`src/rtl/led_pkg.sv`:
```
// Shared constants for the rotating-LED step controller and its shift-register top level.
// Latency: none (types and constants only).
// Backpressure: none (types and constants only).
package led_pkg;

    // Speed index selects one of four step periods.
    localparam int SPEED_W = 2;
    typedef logic [SPEED_W-1:0] speed_t;

    // Step generator states.
    typedef enum logic {
        ST_RUN   = 1'b0,
        ST_PAUSE = 1'b1
    } state_t;

    // Board defaults: 1 s, 0.5 s, 0.25 s and 0.125 s per step at 100 MHz.
    localparam int          DEF_CNT_WIDTH       = 27;
    localparam int unsigned DEF_PERIOD0         = 100_000_000;
    localparam int unsigned DEF_PERIOD1         = 50_000_000;
    localparam int unsigned DEF_PERIOD2         = 25_000_000;
    localparam int unsigned DEF_PERIOD3         = 12_500_000;
    localparam int unsigned DEF_DEBOUNCE_CYCLES = 1_000_000;

endpackage

```
`src/rtl/led_step_ctrl_btn_debounce.sv`:
```
// Synchronises and debounces one raw push-button; emits a one-cycle pulse on each accepted press.
// Latency: raw level held from edge k gives o_press high after edge k+2+DEBOUNCE_CYCLES.
// Backpressure: none; o_press is a pulse that the consumer must take in the cycle it is high.
module btn_debounce #(
    parameter int unsigned DEBOUNCE_CYCLES = 1_000_000
) (
    input  logic clock,
    input  logic i_reset,
    input  logic i_btn,
    output logic o_level,
    output logic o_press
);

    localparam int CW = $clog2(DEBOUNCE_CYCLES + 1);

    logic [1:0]    sync_q;
    logic          stable_q;
    logic [CW-1:0] cnt_q;
    logic          press_q;

    // Two-flop synchroniser, then accept a new level only after it has persisted long enough.
    always_ff @(posedge clock) begin
        if (!i_reset) begin
            sync_q   <= 2'b00;
            stable_q <= 1'b0;
            cnt_q    <= '0;
            press_q  <= 1'b0;
        end else begin
            sync_q  <= {sync_q[0], i_btn};
            press_q <= 1'b0;
            if (sync_q[1] != stable_q) begin
                if (cnt_q == CW'(DEBOUNCE_CYCLES)) begin
                    stable_q <= sync_q[1];
                    cnt_q    <= '0;
                    // Only a rising accepted level counts as a press.
                    press_q  <= sync_q[1];
                end else begin
                    cnt_q <= cnt_q + CW'(1);
                end
            end else begin
                cnt_q <= '0;
            end
        end
    end

    assign o_level = stable_q;
    assign o_press = press_q;

endmodule

```
`src/rtl/led_step_ctrl.sv`:
```
// Generates the one-cycle step pulse for the rotating-LED shift stage, with run/pause and 4 step rates.
// Latency: o_valid every PERIOD[o_speed] cycles in RUN; state/speed update one edge after a press pulse.
// Backpressure: none; the shift stage accepts every o_valid pulse unconditionally.
module led_step_ctrl
    import led_pkg::*;
#(
    parameter int          CNT_WIDTH       = DEF_CNT_WIDTH,
    parameter int unsigned PERIOD0         = DEF_PERIOD0,
    parameter int unsigned PERIOD1         = DEF_PERIOD1,
    parameter int unsigned PERIOD2         = DEF_PERIOD2,
    parameter int unsigned PERIOD3         = DEF_PERIOD3,
    parameter int unsigned DEBOUNCE_CYCLES = DEF_DEBOUNCE_CYCLES
) (
    input  logic               clock,
    input  logic               i_reset,
    input  logic               i_btn_run,
    input  logic               i_btn_speed,
    output logic               o_valid,
    output logic               o_running,
    output logic [SPEED_W-1:0] o_speed
);

    // Terminal counts; a period of exactly 2^CNT_WIDTH still fits once reduced by one.
    localparam logic [CNT_WIDTH-1:0] TC0 = CNT_WIDTH'(PERIOD0 - 1);
    localparam logic [CNT_WIDTH-1:0] TC1 = CNT_WIDTH'(PERIOD1 - 1);
    localparam logic [CNT_WIDTH-1:0] TC2 = CNT_WIDTH'(PERIOD2 - 1);
    localparam logic [CNT_WIDTH-1:0] TC3 = CNT_WIDTH'(PERIOD3 - 1);

    logic run_press;
    logic speed_press;
    logic unused_run_level;
    logic unused_speed_level;

    btn_debounce #(.DEBOUNCE_CYCLES(DEBOUNCE_CYCLES)) u_run_btn (
        .clock   (clock),
        .i_reset (i_reset),
        .i_btn   (i_btn_run),
        .o_level (unused_run_level),
        .o_press (run_press)
    );

    btn_debounce #(.DEBOUNCE_CYCLES(DEBOUNCE_CYCLES)) u_speed_btn (
        .clock   (clock),
        .i_reset (i_reset),
        .i_btn   (i_btn_speed),
        .o_level (unused_speed_level),
        .o_press (speed_press)
    );

    state_t                 state_q, state_d;
    speed_t                 speed_q, speed_d;
    logic [CNT_WIDTH-1:0]   cnt_q, cnt_d;
    logic                   valid_q, valid_d;
    logic [CNT_WIDTH-1:0]   tc_val;

    // Select the terminal count for the current speed.
    always_comb begin
        tc_val = TC0;
        case (speed_q)
            2'd0:    tc_val = TC0;
            2'd1:    tc_val = TC1;
            2'd2:    tc_val = TC2;
            default: tc_val = TC3;
        endcase
    end

    // Register state, speed, period counter and the step pulse.
    always_ff @(posedge clock) begin
        if (!i_reset) begin
            state_q <= ST_RUN;
            speed_q <= '0;
            cnt_q   <= '0;
            valid_q <= 1'b0;
        end else begin
            state_q <= state_d;
            speed_q <= speed_d;
            cnt_q   <= cnt_d;
            valid_q <= valid_d;
        end
    end

    // Next state: count in RUN, hold in PAUSE; any press restarts the period and suppresses the step.
    always_comb begin
        state_d = state_q;
        speed_d = speed_q;
        cnt_d   = cnt_q;
        valid_d = 1'b0;
        if (state_q == ST_RUN) begin
            if (cnt_q == tc_val) begin
                cnt_d   = '0;
                valid_d = 1'b1;
            end else begin
                cnt_d = cnt_q + CNT_WIDTH'(1);
            end
        end else begin
            cnt_d = '0;
        end
        if (run_press) begin
            state_d = (state_q == ST_RUN) ? ST_PAUSE : ST_RUN;
            cnt_d   = '0;
            valid_d = 1'b0;
        end
        if (speed_press) begin
            speed_d = speed_q + SPEED_W'(1);
            cnt_d   = '0;
            valid_d = 1'b0;
        end
    end

    assign o_valid   = valid_q;
    assign o_running = (state_q == ST_RUN);
    assign o_speed   = speed_q;

endmodule

```
`config.mk`:
```
export PLATFORM = sky130hd
export DESIGN_NAME = led_step_ctrl
export DESIGN_NICKNAME = d
export VERILOG_FILES = /design/src/rtl/led_pkg.sv /design/src/rtl/led_step_ctrl_btn_debounce.sv /design/src/rtl/led_step_ctrl.sv
export SDC_FILE = /design/constraint.sdc
export NUM_CORES = 1
export LEC_CHECK = 0
export ABC_AREA = 1
export BUFFER_PORTS_ARGS = -buffer_cell sky130_fd_sc_hd__buf_2
export CAP_MARGIN = 20
export CORE_ASPECT_RATIO = 0.6
export CORE_MARGIN = 5
export CORE_UTILIZATION = 50
export DETAILED_ROUTE_END_ITERATION = 8
export GPL_TIMING_DRIVEN = 0
export PLACE_DENSITY_LB_ADDON = 0.15
export REMOVE_ABC_BUFFERS = 1
export SYNTH_ARGS = -nofsm -noshare
export SYNTH_HDL_FRONTEND = slang
export SYNTH_SLANG_ARGS = --single-unit
```
`constraint.sdc`:
```
create_clock -name clock -period 1.9 [get_ports clock]
set_input_delay 0.57 -clock clock [delete_from_list [all_inputs] [get_ports clock]]
set_output_delay 0.57 -clock clock [all_outputs]
set_load 0.02 [all_outputs]
```
; ---- Yosys cells after proc, flatten, opt, wreduce, memory -nomap -nowiden
; Index checks and enable logic that the tools add are counted.
[totals]
regBits = 79
inputBits = 4
elab_cells = 39
mem_bits_rw = 0
rom_bits = 0
mem_count = 0
output_inout_bits = 4
latch_bits = 0
[op_classes]
magnitude_cmp = 0
shifts = 0
addsub = 4
bitwise = 4
n_eq_ne = 7
reduce_logical = 9
mux = 3
multipliers = 0
div = 0
[ops]
columns = operator, n
row1 = case mux 27 bit (3 select lines), 1
row2 = "adder 20 x 1 -> 20 bit, second input constant", 2
row3 = "== test 20 bit, second input constant", 2
row4 = "adder 27 x 1 -> 27 bit, second input constant", 1
row5 = == test 27 bit, 1
row6 = AND reduction 3 bit, 2
row7 = OR reduction 3 bit, 2
row8 = OR reduction 5 bit, 1
row9 = NOT 1 bit, 4
row10 = AND reduction 2 bit, 2
row11 = OR reduction 4 bit, 1
row12 = "adder 2 x 1 -> 2 bit, second input constant", 1
row13 = "== test 2 x 1 -> 1 bit, second input constant", 1
row14 = "== test 2 bit, second input constant", 1
row15 = logical NOT 2 bit, 1
row16 = 2-to-1 mux 1 bit, 2
row17 = != test 1 bit, 2

; ---- Longest topological paths before layout
[logic_depth]
depth_word = 4
mapped_depth = 13
ltp_nobuf = 12

; ---- Modules after synthesis
; Synthesis repeated with hierarchy kept, for this count alone.
[hier_totals]
hier_cells = 654
hier_area_um2 = 4354.2
[modules_own_cells]
columns = mod, seq_area_each_um2, n_inst, cells_each, area_each_um2
row1 = btn_debounce, 480.5, 2, 182, 1243.7
row2 = led_step_ctrl, 620.6, 1, 290, 1866.8

; ---- Worst setup path after synthesis
; No wires, ideal clock.
[synth_timing]
path_kind = register to register
start = register speed_q[1] (netlist: o_speed[1])
end = register cnt_q[13]
path_slack_ns = 0.047
period_less_slack_ns = 1.853
stages_incl_launch_ff = 14
path_buffers = 1
setup_time_ns = 0.116
required_ns = 1.784
arrival_ns = 1.737
path_cell_list = dfxtp_1 > inv_1 > ha_1 > inv_1 > nand2_1 > nand2_1 > nand3_1 > nand2_1 > inv_1 > nor2_1 > nand2_1 > nand2_4 > buf_6 > nor2_1
[synth_between]
elab_chain_cells = 4
word_cells_on_any_way = 6
classes_between = 3 x eq/ne / 1 x mux / 2 x reduce/logical
[synth_rtl]
columns = item, line_no
row1 = start: declaration, led_step_ctrl.sv:51  ; speed_t speed_q, speed_d;
row2 = start signal: assignment, led_step_ctrl.sv:76  ; speed_q <= speed_d;
row3 = "== test 2 bit, or another cell as far along", led_step_ctrl.sv:59  ; case (speed_q)
row4 = case mux 27 bit (3 select lines) *, led_step_ctrl.sv:59
row5 = == test 27 bit *, led_step_ctrl.sv:89  ; if (cnt_q == tc_val) begin
row6 = OR reduction 5 bit (no line) *, --
row7 = end signal: assignment, led_step_ctrl.sv:77  ; cnt_q <= cnt_d;
row8 = end: declaration, led_step_ctrl.sv:52  ; logic [CNT_WIDTH-1:0] cnt_q, cnt_d;
; Every way passes the cells marked *; elsewhere a longest branch is shown, timed or not.
; A chain may end at the register's enable or synchronous reset.

; ---- Worst setup path after layout
[layout_timing]
start = register speed_q[0] (netlist: o_speed[0])
end = register cnt_q[14]
; Same word-level chain as after synthesis.

==> reports/metrics.sh <==
GRT_START_MAX_NET_PINS=21
WORST_SKEW_PAIR_LATER_PIN_LATENCY_PS=340
GRT_FIRST_PASS_WIRELENGTH_UM=16500
DIE_HEIGHT_UM=80.5
GRT_ANTENNA_BEFORE_REPAIR=0
SYNTH-ADDER-AREA-SHARE=0.0332
POST-SYNTH-TOP-COUNT-CELL='nand2_1'
CLOCK-ROOT-BUFFER='clkbuf_16'
NUMBER_OF_BUFFERS_ADDED_ON_PORTS=7
SYNTHESIS.YOSYS.WARNINGS=0
WORSTMARGINPINSLEW_PS=553
SYNTHTOPCELLSBYAREA='dfxtp_1 38%, nand2_1 13%, nor2_1 11%'
POST-ROUTE-CELL-AREA_MM2=0.00477
SHARE_OF_SYNTHESIZED_AREA_SPENT_ON_MULTIPLEXERS=0
SYNTH_CELLS=615
DIODES=0
SYNTHDOMINANTCELLAREASHARE=0.382
TIMING.CRITICAL_PATH.FANOUT_MAX=7
CTS_TREE='yes'
MAX_CAP_VIOLATIONS=0
ROUTE.DETAILED.WL_PER_INST_UM=13.0
SEQUENTIAL_CELL_AREA_MM2=0.00159
POWER.IR.VDD_WORST_uV=592
TIMING.SETUP.TNS_PS=0
FINAL_HOLD_VIOLATIONS=0
CRITICAL_PATH.SLOWEST_CELL='dfxtp_4'
SYNTHDISTINCTLIBCELLS=25
FINALWIRELENGTH_UM=9670
PWR_DENS_mW_PER_MM2=780
DRT_PRE_ANTENNA_ITERS=5
CTS.HTREE.LEVELS=3
WORST_EP_REQUIRED_TIME_PS=2120
CRIT_PATH_END_KIND='flip-flop'
SLEW-LIMIT-HEADROOM=0.631
STANDBY_LEAKAGE_POWER_nW=1.71
DR.FIRST_ITER.DRC_COUNT=331
FLOORPLAN.INITIALDENSITY=0.519
NUM_VIAS=3832
CTS_SINKS=79
SYNTH.AVG_CELL_AREA_UM2=6.74
VIAS_IN_THE_FIRST_GLOBAL_ROUTE=3361
SYNTH.TOP_CELLS.BY_COUNT='147 x nand2_1, 120 x nor2_1, 86 x inv_1, 79 x dfxtp_1, 41 x nand3_1'
FINAL_CRITICAL_PATH_TIME_INCLUDING_I_O_DELAYS_AND_SETUP_PS=1800
CELLS_TRAVERSED_ALONG_THE_WORST_TIMING_PATH='clkinvlp_4 -> ha_4 -> inv_4 -> nand2_1 -> nand3_1 -> nand4_1 -> nor2_4 -> nand2_8 -> nand2_8 -> nor2_1'
FINAL-MAX-SLEW-VIOLATION-COUNT=0
IOS=8
WORST-SETUP-PATH-TYPE='reg2reg'
GLOBAL_ROUTE.USAGE.TOTAL=0.202
SYNTH_SIMPLE_GATE_AREA_SHARE=0.383
GRT_USE_MET3=0.0598
SYNTHDOMINANTAREACELLTYPE='dfxtp_1'
MAX_CLOCK_FREQ_MHz=555
SYNTH_EDF_COUNT=0
GRT_MET1_USAGE=0.304
ROUTE.DETAILED.DRC=0
TIMING.CRITICAL_PATH.FROM_TYPE='flip-flop'
GLOBALPLACE.CONGESTION=0.913
CTS_MADE_BUFFERS=9
SEQ_CELLS_POST_SYNTH=79
DRTANTENNAVIOLNETS=0
AVG_VIAS_PER_CELL=5.14
MULTIINPUTGATEAREA_MM2=0.00232
CPMOSTUSEDCELL='nand2_8'
ROWS=25
WHS_PATH_DEPTH=2
WORST_R2R_PATH_DEPTH=10
DIE_W_UM=128
GLOBALROUTEOVERFLOWTOTAL=0
SYNTH_SEQ_AREA_SHARE=0.382
DIE_AREA_MM2=0.0103
LAYOUT_CELLS_SIZED_ABOVE_1=0.0848
YS_ASYNC_SR_FRACTION=0
FINAL.FILL_COUNT=747
CLOCK_PATH_BUFFERS=2
SYNTH-MAIN-FF-CELL='dfxtp_1'
FINAL.SETUP_SKEW_PS=4.57
POST-DP-HPWL_UM=6880
CTS.REPORTEDPATHS.CLKPINSLEW_PS=60
FINALPOWER_W=0.00372
STATUS='complete, no violations'
GRT_MOST_USED_LAYER='met1'
SYNTH-XOR-AREA-SHARE=0.0803
CRIT_CELLS=10
CRIT_BUF_INV=2
CRITPATHARRIVALTIME_PS=2030
CPPEAKSTAGEDELAY_PS=380
PLACED_CELL_AREA_MM2=0.00427
REPORT.FINAL.SETUP_VIOL=0
NETS=647
SYNTHESIS.AREA_MM2=0.00414
FLOORPLAN.CORE_AREA_MM2=0.00798
PATH_DELAY_FAMILY='simple AND/OR/NAND/NOR gates'
FLOW.AREA_GROWTH_FROM_SYNTHESIS_PCT=15.1
POST_CTS_HOLD_BUFFER_COUNT=0
FRACTION_OF_THE_CYCLE_THE_FINAL_WORST_PATH_NEEDS=0.949
SYNTH_TOP_FAMILY_BY_AREA='simple AND/OR/NAND/NOR gates'
MIN_PATH_TYPE='reg2reg'
GLOBAL_ROUTE.USAGE.MET2=0.272
AREA_FRACTION_IN_COMPOUND_GATES_AFTER_SYNTHESIS=0.0332
==> worst min-delay path: stages, from the launching register on <==
cell     delay [ps]
dfxtp_1         300
nand2_1          40
inv_1            40
==> layout make-up <==
cell class	count	share of cell area
clock buffer	11	0.0509
clock inverter	5	0.0220
inverter	86	0.0690
multi-input combinational	447	0.486
sequential	79	0.333
tap	108	0.0283
timing repair buffer	9	0.0105
==> kinds of logic (layout without fill, tap and decap cells) <==
group	after synthesis	in the layout
compound gates	27	27
flops	79	79
simple gates	368	371
xor+xnor	38	38
fa+ha+maj	11	11
buf+inv	92	111
==> where the power goes <==
part	leakage, nW	switching, W	internal, W
Clock	0.162	0.000667	0.00132
Combinational	0.905	0.0000417	0.0000178
Sequential	0.639	0.00000908	0.00166
Total	1.71	0.000718	0.00300
==> what timing repair did <==
item,in CTS,in global routing
cloned,3,0
endpoints found under the setup margin,27,47
pin swaps,3,5
resized for setup,9,19
setup buffers,0,2
==> stage by stage <==
stage	hold slack [ps]	utilization	cells	setup slack [ps]
2_1_floorplan	390	-	609	74.9
3_3_place_gp	395	0.535	724	-229
3_5_place_dp	400	0.535	724	-258
4_1_cts	401	0.587	743	16.3
5_1_grt	409	0.598	745	-17.9
6_report	412	0.598	745	96.7
==> per-layer routing <==
layer,share of wire,up-vias,wire length (µm)
li1,-,1952,-
met1,0.52,1738,5030
met2,0.38,132,3710
met3,0.085,10,826
met4,0.011,0,103
met5,0,-,0
==> layout by cell type, fill, tap and decap left out <==
cell type / n
a21oi_1: 18
and2_2: 1
buf_2: 7
buf_4: 2
bufinv_16: 3
clkbuf_1: 1
clkbuf_16: 9
clkbuf_8: 1
clkinvlp_4: 3
dfxtp_1: 77
dfxtp_4: 2
ha_1: 8
ha_2: 1
ha_4: 2
inv_1: 83
inv_2: 1
inv_4: 1
nand2_1: 144
nand2_2: 4
nand2_4: 2
nand2_8: 3
nand3_1: 41
nand3b_1: 8
nand4_1: 16
nor2_1: 115
nor2_2: 6
nor2_4: 4
nor3_1: 22
nor3_2: 1
nor3b_1: 2
nor4_1: 1
o21ai_0: 8
o21bai_1: 1
or2_2: 1
xnor2_1: 12
xor2_1: 26
==> sequential cells by signal, indices dropped and copies added (netlist names), 2 cells and up <==
name	count
o_speed	2
u_speed_btn.sync_q	2
cnt_q	27
u_run_btn.cnt_q	20
u_speed_btn.cnt_q	20
u_run_btn.sync_q	2
==> final timing paths <==
| path | startpoint | endpoint | slack, ps |
|---|---|---|---|
| hold reg to reg | u_run_btn.sync_q[0] | u_run_btn.sync_q[1] | 410 |
| setup / recovery | o_speed[0] | cnt_q[14] | 100 |
| hold / removal | u_run_btn.sync_q[0] | u_run_btn.sync_q[1] | 410 |
| setup reg to reg | o_speed[0] | cnt_q[14] | 100 |
Power figures use the tool's default switching activity.
